File: src/rtl/fetch_if.sv
// ---------------------------------------------------------------------------
// fetch_if -- bus bundle around the instruction-fetch stage.
//   Instruction-memory side : imem_req_o, imem_addr_o (fetch -> memory)
//                             imem_ack_i, imem_data_i (memory -> fetch)
//   Decode side             : id_valid_o, id_instr_o, id_pc4_o (fetch -> decode)
//                             id_ready_i (decode -> fetch)
// Signal suffixes are given from the fetch unit's point of view.
// master = fetch unit, slave = memory/decode environment.
// ---------------------------------------------------------------------------
interface fetch_if;
  logic        imem_req_o;
  logic [31:0] imem_addr_o;
  logic        imem_ack_i;
  logic [31:0] imem_data_i;
  logic        id_valid_o;
  logic        id_ready_i;
  logic [31:0] id_instr_o;
  logic [31:0] id_pc4_o;

  modport master (
    output imem_req_o, imem_addr_o, id_valid_o, id_instr_o, id_pc4_o,
    input  imem_ack_i, imem_data_i, id_ready_i
  );

  modport slave (
    input  imem_req_o, imem_addr_o, id_valid_o, id_instr_o, id_pc4_o,
    output imem_ack_i, imem_data_i, id_ready_i
  );
endinterface

File: src/rtl/fetch_unit.sv
// ---------------------------------------------------------------------------
// fetch_unit -- instruction-fetch stage between the PC register and decode.
// Issues one outstanding instruction-memory request at a time for the
// current PC, buffers returned instructions together with PC+4 in a small
// FIFO toward decode, and pulses pcWrite_o to advance/redirect the PC.
// A branch flush discards the queue and drops any in-flight fetch.
//
// Ports
//   clk_i      : clock, rising edge
//   start_i    : asynchronous active-low reset (low = reset, high = run)
//   pc_i       : current PC from the PC register
//   pcWrite_o  : PC register write enable (combinational)
//   flush_i    : branch redirect, discards in-flight and queued fetches
//   bus        : fetch_if.master (imem request/ack + decode valid/ready)
// ---------------------------------------------------------------------------
module fetch_unit #(
  parameter int DEPTH = 2   // queue entries, power of 2, >= 2
) (
  input  logic        clk_i,
  input  logic        start_i,
  input  logic [31:0] pc_i,
  output logic        pcWrite_o,
  input  logic        flush_i,
  fetch_if.master     bus
);

  localparam int AW = $clog2(DEPTH);
  localparam int CW = $clog2(DEPTH + 1);

  typedef enum logic [1:0] {IDLE, REQ, DROP} state_e;

  state_e      state_q;
  logic        req_q;
  logic [31:0] addr_q;
  logic [31:0] pc4_q;

  // Each entry holds {pc4, instr}.
  logic [63:0]   mem_q [DEPTH];
  logic [AW-1:0] wr_ptr_q, wr_ptr_d;
  logic [AW-1:0] rd_ptr_q, rd_ptr_d;
  logic [CW-1:0] count_q,  count_d;

  logic push;
  logic pop;

  // Only an ack that completes a live request (REQ) delivers data; acks
  // in DROP belong to a flushed fetch and acks in IDLE are protocol errors.
  assign push = (state_q == REQ) && bus.imem_ack_i && !flush_i;
  assign pop  = (count_q != '0) && bus.id_ready_i && !flush_i;

  assign pcWrite_o = start_i && (flush_i || ((state_q == REQ) && bus.imem_ack_i));

  // ---------------- fetch FSM (registered outputs) -------------------------
  // NOTE: sequential state uses non-blocking assignments only, so every
  // register samples pre-edge values regardless of statement order.
  always_ff @(posedge clk_i or negedge start_i) begin
    if (!start_i) begin
      state_q <= IDLE;
      req_q   <= 1'b0;
      addr_q  <= '0;
      pc4_q   <= '0;
    end else begin
      unique case (state_q)
        IDLE: begin
          if ((count_q < CW'(DEPTH)) && !flush_i) begin
            addr_q  <= pc_i;
            pc4_q   <= pc_i + 32'd4;   // wraps mod 2^32
            req_q   <= 1'b1;
            state_q <= REQ;
          end
        end
        REQ: begin
          if (bus.imem_ack_i) begin
            req_q   <= 1'b0;
            state_q <= IDLE;
          end else if (flush_i) begin
            // Request must stay asserted until the memory acks it.
            state_q <= DROP;
          end
        end
        DROP: begin
          if (bus.imem_ack_i) begin
            req_q   <= 1'b0;
            state_q <= IDLE;
          end
        end
        default: begin
          req_q   <= 1'b0;
          state_q <= IDLE;
        end
      endcase
    end
  end

  // ---------------- queue pointer / count next-state -----------------------
  // NOTE: every signal written here gets a default first, so no path can
  // leave it unassigned and infer a latch.
  always_comb begin
    wr_ptr_d = wr_ptr_q;
    rd_ptr_d = rd_ptr_q;
    count_d  = count_q;
    if (flush_i) begin
      // Realign both pointers so the emptied queue restarts consistently.
      wr_ptr_d = '0;
      rd_ptr_d = '0;
      count_d  = '0;
    end else begin
      if (push) wr_ptr_d = wr_ptr_q + AW'(1);
      if (pop)  rd_ptr_d = rd_ptr_q + AW'(1);
      unique case ({push, pop})
        2'b10:   count_d = count_q + CW'(1);
        2'b01:   count_d = count_q - CW'(1);
        default: count_d = count_q;
      endcase
    end
  end

  // NOTE: the storage array is reset deliberately; the head is read
  // combinationally and must show zeros after reset until the first push.
  // It is only DEPTH entries, so the reset fan-out stays small.
  always_ff @(posedge clk_i or negedge start_i) begin
    if (!start_i) begin
      wr_ptr_q <= '0;
      rd_ptr_q <= '0;
      count_q  <= '0;
      for (int i = 0; i < DEPTH; i++) mem_q[i] <= '0;
    end else begin
      wr_ptr_q <= wr_ptr_d;
      rd_ptr_q <= rd_ptr_d;
      count_q  <= count_d;
      if (push) mem_q[wr_ptr_q] <= {pc4_q, bus.imem_data_i};
    end
  end

  // ---------------- outputs -------------------------------------------------
  assign bus.imem_req_o  = req_q;
  assign bus.imem_addr_o = addr_q;
  assign bus.id_valid_o  = (count_q != '0);
  assign bus.id_instr_o  = mem_q[rd_ptr_q][31:0];
  assign bus.id_pc4_o    = mem_q[rd_ptr_q][63:32];

endmodule

File: src/flat_wrapper.sv
// flat-port wrapper written by rule: the top's interface ports become plain ports
module fetch_unit_flat 
#(
  parameter int DEPTH = 2                                     
)
  (clk_i, start_i, pc_i, pcWrite_o, flush_i, bus_imem_req_o, bus_imem_addr_o, bus_id_valid_o, bus_id_instr_o, bus_id_pc4_o, bus_imem_ack_i, bus_imem_data_i, bus_id_ready_i);
  fetch_if bus_i ();
  input  logic clk_i;
  input  logic start_i;
  input  logic [31:0] pc_i;
  output logic pcWrite_o;
  input  logic flush_i;
  output wire logic [$bits(bus_i.imem_req_o)-1:0] bus_imem_req_o;
  output wire logic [$bits(bus_i.imem_addr_o)-1:0] bus_imem_addr_o;
  output wire logic [$bits(bus_i.id_valid_o)-1:0] bus_id_valid_o;
  output wire logic [$bits(bus_i.id_instr_o)-1:0] bus_id_instr_o;
  output wire logic [$bits(bus_i.id_pc4_o)-1:0] bus_id_pc4_o;
  input wire logic [$bits(bus_i.imem_ack_i)-1:0] bus_imem_ack_i;
  input wire logic [$bits(bus_i.imem_data_i)-1:0] bus_imem_data_i;
  input wire logic [$bits(bus_i.id_ready_i)-1:0] bus_id_ready_i;
  assign bus_imem_req_o = bus_i.imem_req_o;
  assign bus_imem_addr_o = bus_i.imem_addr_o;
  assign bus_id_valid_o = bus_i.id_valid_o;
  assign bus_id_instr_o = bus_i.id_instr_o;
  assign bus_id_pc4_o = bus_i.id_pc4_o;
  assign bus_i.imem_ack_i = bus_imem_ack_i;
  assign bus_i.imem_data_i = bus_imem_data_i;
  assign bus_i.id_ready_i = bus_id_ready_i;
  fetch_unit #(.DEPTH(DEPTH)) u_core (.clk_i(clk_i), .start_i(start_i), .pc_i(pc_i), .pcWrite_o(pcWrite_o), .flush_i(flush_i), .bus(bus_i));
endmodule
File: config.mk
export PLATFORM = sky130hd
export DESIGN_NAME = fetch_unit_flat
export DESIGN_NICKNAME = d
export VERILOG_FILES = /design/src/rtl/fetch_if.sv /design/src/rtl/fetch_unit.sv /design/src/flat_wrapper.sv
export SDC_FILE = /design/constraint.sdc
export NUM_CORES = 1
export LEC_CHECK = 0
export ABC_AREA = 1
export CAP_MARGIN = 15
export CORE_AREA = 2 2 127 160
export DETAILED_ROUTE_END_ITERATION = 10
export DIE_AREA = 0 0 129 162
export GPL_TIMING_DRIVEN = 0
export PLACE_DENSITY = 0.87
export SLEW_MARGIN = 30
export SYNTH_ARGS = -nofsm -noshare
export SYNTH_HDL_FRONTEND = slang
export SYNTH_SLANG_ARGS = --single-unit
File: constraint.sdc
create_clock -name clk_i -period 1.46 [get_ports clk_i]
set_input_delay 0.292 -clock clk_i [delete_from_list [all_inputs] [get_ports clk_i]]
set_output_delay 0.292 -clock clk_i [all_outputs]
set_load 0.1 [all_outputs]
==> flow_metrics.py <==
metrics = {
    "run_status": {
        "run_status": "finished, violations left",
        "violated_checks": "negative hold slack, negative setup slack",
    },
    "finish": {
        "final_net_count": 1447,
        "n_antenna_cell": 0,
        "utilization_pct": 83.7,
        "share_of_post_route_cells_with_drive_strength_above_1_pct": 49.2,
        "stdcell_area_um2": 16200,
        "areaGrowthSynthToFinish_pct": 80.1,
    },
    "synthesis": {
        "synth_seq_cells": 197,
        "yosysWarnings": 0,
        "synthDominantAreaCellType": "dfrtp_1",
        "synth.cell_area_um2": 8980,
        "biggest_area_contributors_in_the_synthesized_netlist": "dfrtp_1 55%, nand2_1 18%, o21ai_0 6.1%",
        "post_synth.cell_area_avg_um2": 8.03,
        "area_share_of_the_leading_cell_type_in_the_synthesized_netlist_pct": 54.9,
        "synthesized_nets": 1192,
        "number_of_distinct_standard_cells_referenced_by_the_synthesized_netlist": 32,
        "syn_inst": 1118,
        "synth_sequential_area_ratio_pct": 54.9,
    },
    "clock_network": {
        "worstSkewPairLatency_ns": 0.45,
        "cts_hold_repair_buffers": 3,
        "cts_made_buffers": 17,
        "worst_setup_hold_path_clk_slew_ns": 0.08,
        "max-clock-path-buffers": 2,
        "cts_root_buf": "clkbuf_16",
        "tritoncts_clock_tree": "done",
        "cts_htree_levels": 4,
        "clkSinkCount": 197,
    },
    "global_routing": {
        "number_of_antenna_violations_at_the_first_check_in_global_routing": 0,
        "global_route_wire_length_before_repair_mm": 48.2,
        "pin_count_of_the_biggest_net_entering_global_routing": 84,
        "global_route.overflow_total": 0,
        "track_usage_pct": 29.6,
        "via_count_of_the_first_global_routing_pass": 9351,
    },
    "worst_setup_path": {
        "crit_start": "u_core.rd_ptr_q",
        "critical-path-slowest-cell": "dfrtp_1",
        "cpPeakStageDelay_ns": 0.42,
        "critPathCaptureType": "primary output",
        "crit_type": "register to primary output",
        "cp.required_ns": 1.17,
        "worst_path_most_repeated_cell": "buf_12",
        "cells_traversed_along_the_worst_timing_path": "inv_2 -> buf_12 -> buf_12 -> nand2_2 -> nand2_8 -> buf_12",
        "worstPathBufferInverterCount": 4,
        "worstPathMaxFanout": 10,
        "critPathTopFamily": "buffers and inverters",
        "reg2reg_from": "u_core.count_q[1]",
        "critPathArrivalTime_ns": 1.66,
        "crit_path_start_kind": "register",
    },
    "placement": {
        "gp_routability_congestion": 0.864,
        "placed_cell_area_um2": 11800,
        "post-dp-hpwl_mm": 17.5,
        "placement.io_buffers": 167,
    },
    "sta": {
        "final.hold.worst_slack_ns": -0.149,
        "maximum_operating_frequency_ghz": 0.512,
        "post_route_setup_tns_ns": -63.75,
        "slew_viol_final": 0,
        "finalHoldViolCount": 164,
        "layout_min_cycle_time_ns": 1.95,
        "worst-slew-pin-transition_ns": 0.464,
        "setup_viol_count_final": 267,
        "grt_setup_unrepaired": "true",
        "finalWorstSetupSlack_ns": -0.493,
        "max_slew_margin_pct": 69.1,
        "fin_worst_skew_ns": 0.0144,
        "final_min_period_over_clock_period_pct": 134,
    },
    "drt": {
        "drc": 0,
        "totalWireLength_mm": 39.2,
        "drt-wirelength-per-cell_um": 23.7,
        "detail_route.first_pass.iterations": 6,
        "via_per_inst": 5.89,
        "routed-via-count": 9728,
        "initial_drt_markers": 1031,
        "postRouteAntennaNets": 0,
    },
    "floorplan": {
        "standard_cell_core_area_um2": 19300,
        "design.portCount": 168,
        "initial_core_util_pct": 46.5,
        "floorplan.rows": 57,
        "horiz_die_dim_um": 129,
        "floorplan.die_area_um2": 20900,
        "die_height_um": 162,
    },
    "pwr": {
        "max-vdd-ir-drop_uv": 2890,
        "p_leak_nw": 7.59,
        "pwr_density_cell_nw_per_um2": 2650,
    },
    "run": {
        "max_cap_violations": 0,
    },
    "min_path": {
        "hold_path_class": "input pin to asynchronous set/reset pin",
    },
}
==> metal layers <==
metal	global-route usage [%]	routed length, µm	vias to the layer above
met2	53.3	20200	688
met4	15.9	3340	0
li1	-	-	4023
met3	5.24	2730	282
met1	32.9	12900	4735
met5	0	0	-
==> state kept, by name (all words and copies together) (netlist names) <==
| name | count |
|---|---|
| u_core.bus.imem_addr_o | 32 |
| u_core.bus.imem_req_o | 1 |
| u_core.count_q | 2 |
| u_core.mem_q | 128 |
| u_core.pc4_q | 30 |
| u_core.rd_ptr_q | 1 |
| u_core.state_q | 2 |
| u_core.wr_ptr_q | 1 |
==> placed cells by master (no fill, tap or decap), types with 13 or more instances in the layout <==
cell type,netlist,final
buf_12,0,95
clkbuf_16,0,39
clkdlybuf4s50_1,0,52
buf_6,1,17
o21ai_0,109,17
nor2_1,73,33
nand3_1,46,23
nand2_2,3,177
nand2_1,437,174
nand3_2,1,23
o21ai_1,39,71
nor2_2,3,13
dlymetal6s2s_1,0,13
nand2_4,1,54
buf_4,4,56
nand2_8,0,36
dfrtp_1,197,196
o21ai_2,0,54
inv_1,99,91
nor2_4,8,39
buf_8,0,21
==> final cells by class <==
class / instances / area (µm²)
Multi-Input combinational cell: 764 / 5530
Sequential cell: 197 / 4930
Timing Repair Buffer: 237 / 3480
Fill cell: 855 / 3160
Buffer: 55 / 898
Clock buffer: 20 / 457
Inverter: 101 / 400
Tap cell: 265 / 332
Clock inverter: 12 / 141
==> cell usage after synthesis <==
cell type and number:
inv_1 99, ha_1 5, xor2_1 2, inv_2 2
nand3_4 2, xnor2_1 1, nand2_2 3, nor2_8 2
nand3_1 46, dfrtp_1 197, a22oi_1 2, nor3_1 6
o21ai_1 39, nor2_2 3, buf_4 4, nand4_1 3
o21ai_0 109, o211ai_1 8, buf_2 33, or2_2 1
a21oi_1 7, o221ai_1 1, buf_1 9, nor2_1 73
nand2_4 1, nand3_2 1, nor2_4 8, a31oi_1 1
buf_6 1, clkbuf_1 10, nand2_1 437, o21a_1 2
==> logic make-up after synthesis <==
family,Yosys count,share of synthesized area [%]
simple gates,586,27.0
flops,197,54.9
compound gates,169,9.81
buf+inv,158,7.32
fa+ha+maj,5,0.697
xor+xnor,3,0.293
==> power by group <==
part           internal (mW)  switching (mW)
combinational           9.73            18.3
clock                   2.66            2.33
sequential              7.68            2.10
total                   20.1            22.8
==> worst paths after layout <==
path | to | slack (ns) | depth (start not counted)
worst max-delay path | bus_id_pc4_o[15] | -0.49 | 6
worst min register to register | u_core.mem_q[24] | 0.49 | 2
max in group asynchronous | u_core.bus.imem_addr_o[28] | 0.74 | 4
worst max register to register | u_core.pc4_q[17] | -0.31 | 7
min in group clk_i | u_core.bus.imem_addr_o[4] | 0.20 | 3
worst min-delay path | u_core.pc4_q[3] | -0.15 | 2
==> what timing repair did <==
action                                   CTS  global route
hold endpoints to repair                  33           164
endpoints found under the setup margin   290           260
pin swaps                                 17            42
buffers inserted                          16            24
gates cloned                               9            22
resized for setup                       1111           421
==> metrics by stage <==
step	worst slack (ns)	cells	hold WS, ns	power (mW)
6_report	-0.493	1651	-0.149	42.8
5_1_grt	-0.547	1651	-0.108	44.1
4_1_cts	-0.448	1612	-0.109	38.4
3_5_place_dp	-1.44	1552	0.182	28.9
3_3_place_gp	-7.94	1550	0.465	28.6
2_1_floorplan	-0.159	1118	-0.00359	24.3
Power figures use the tool's default switching activity.
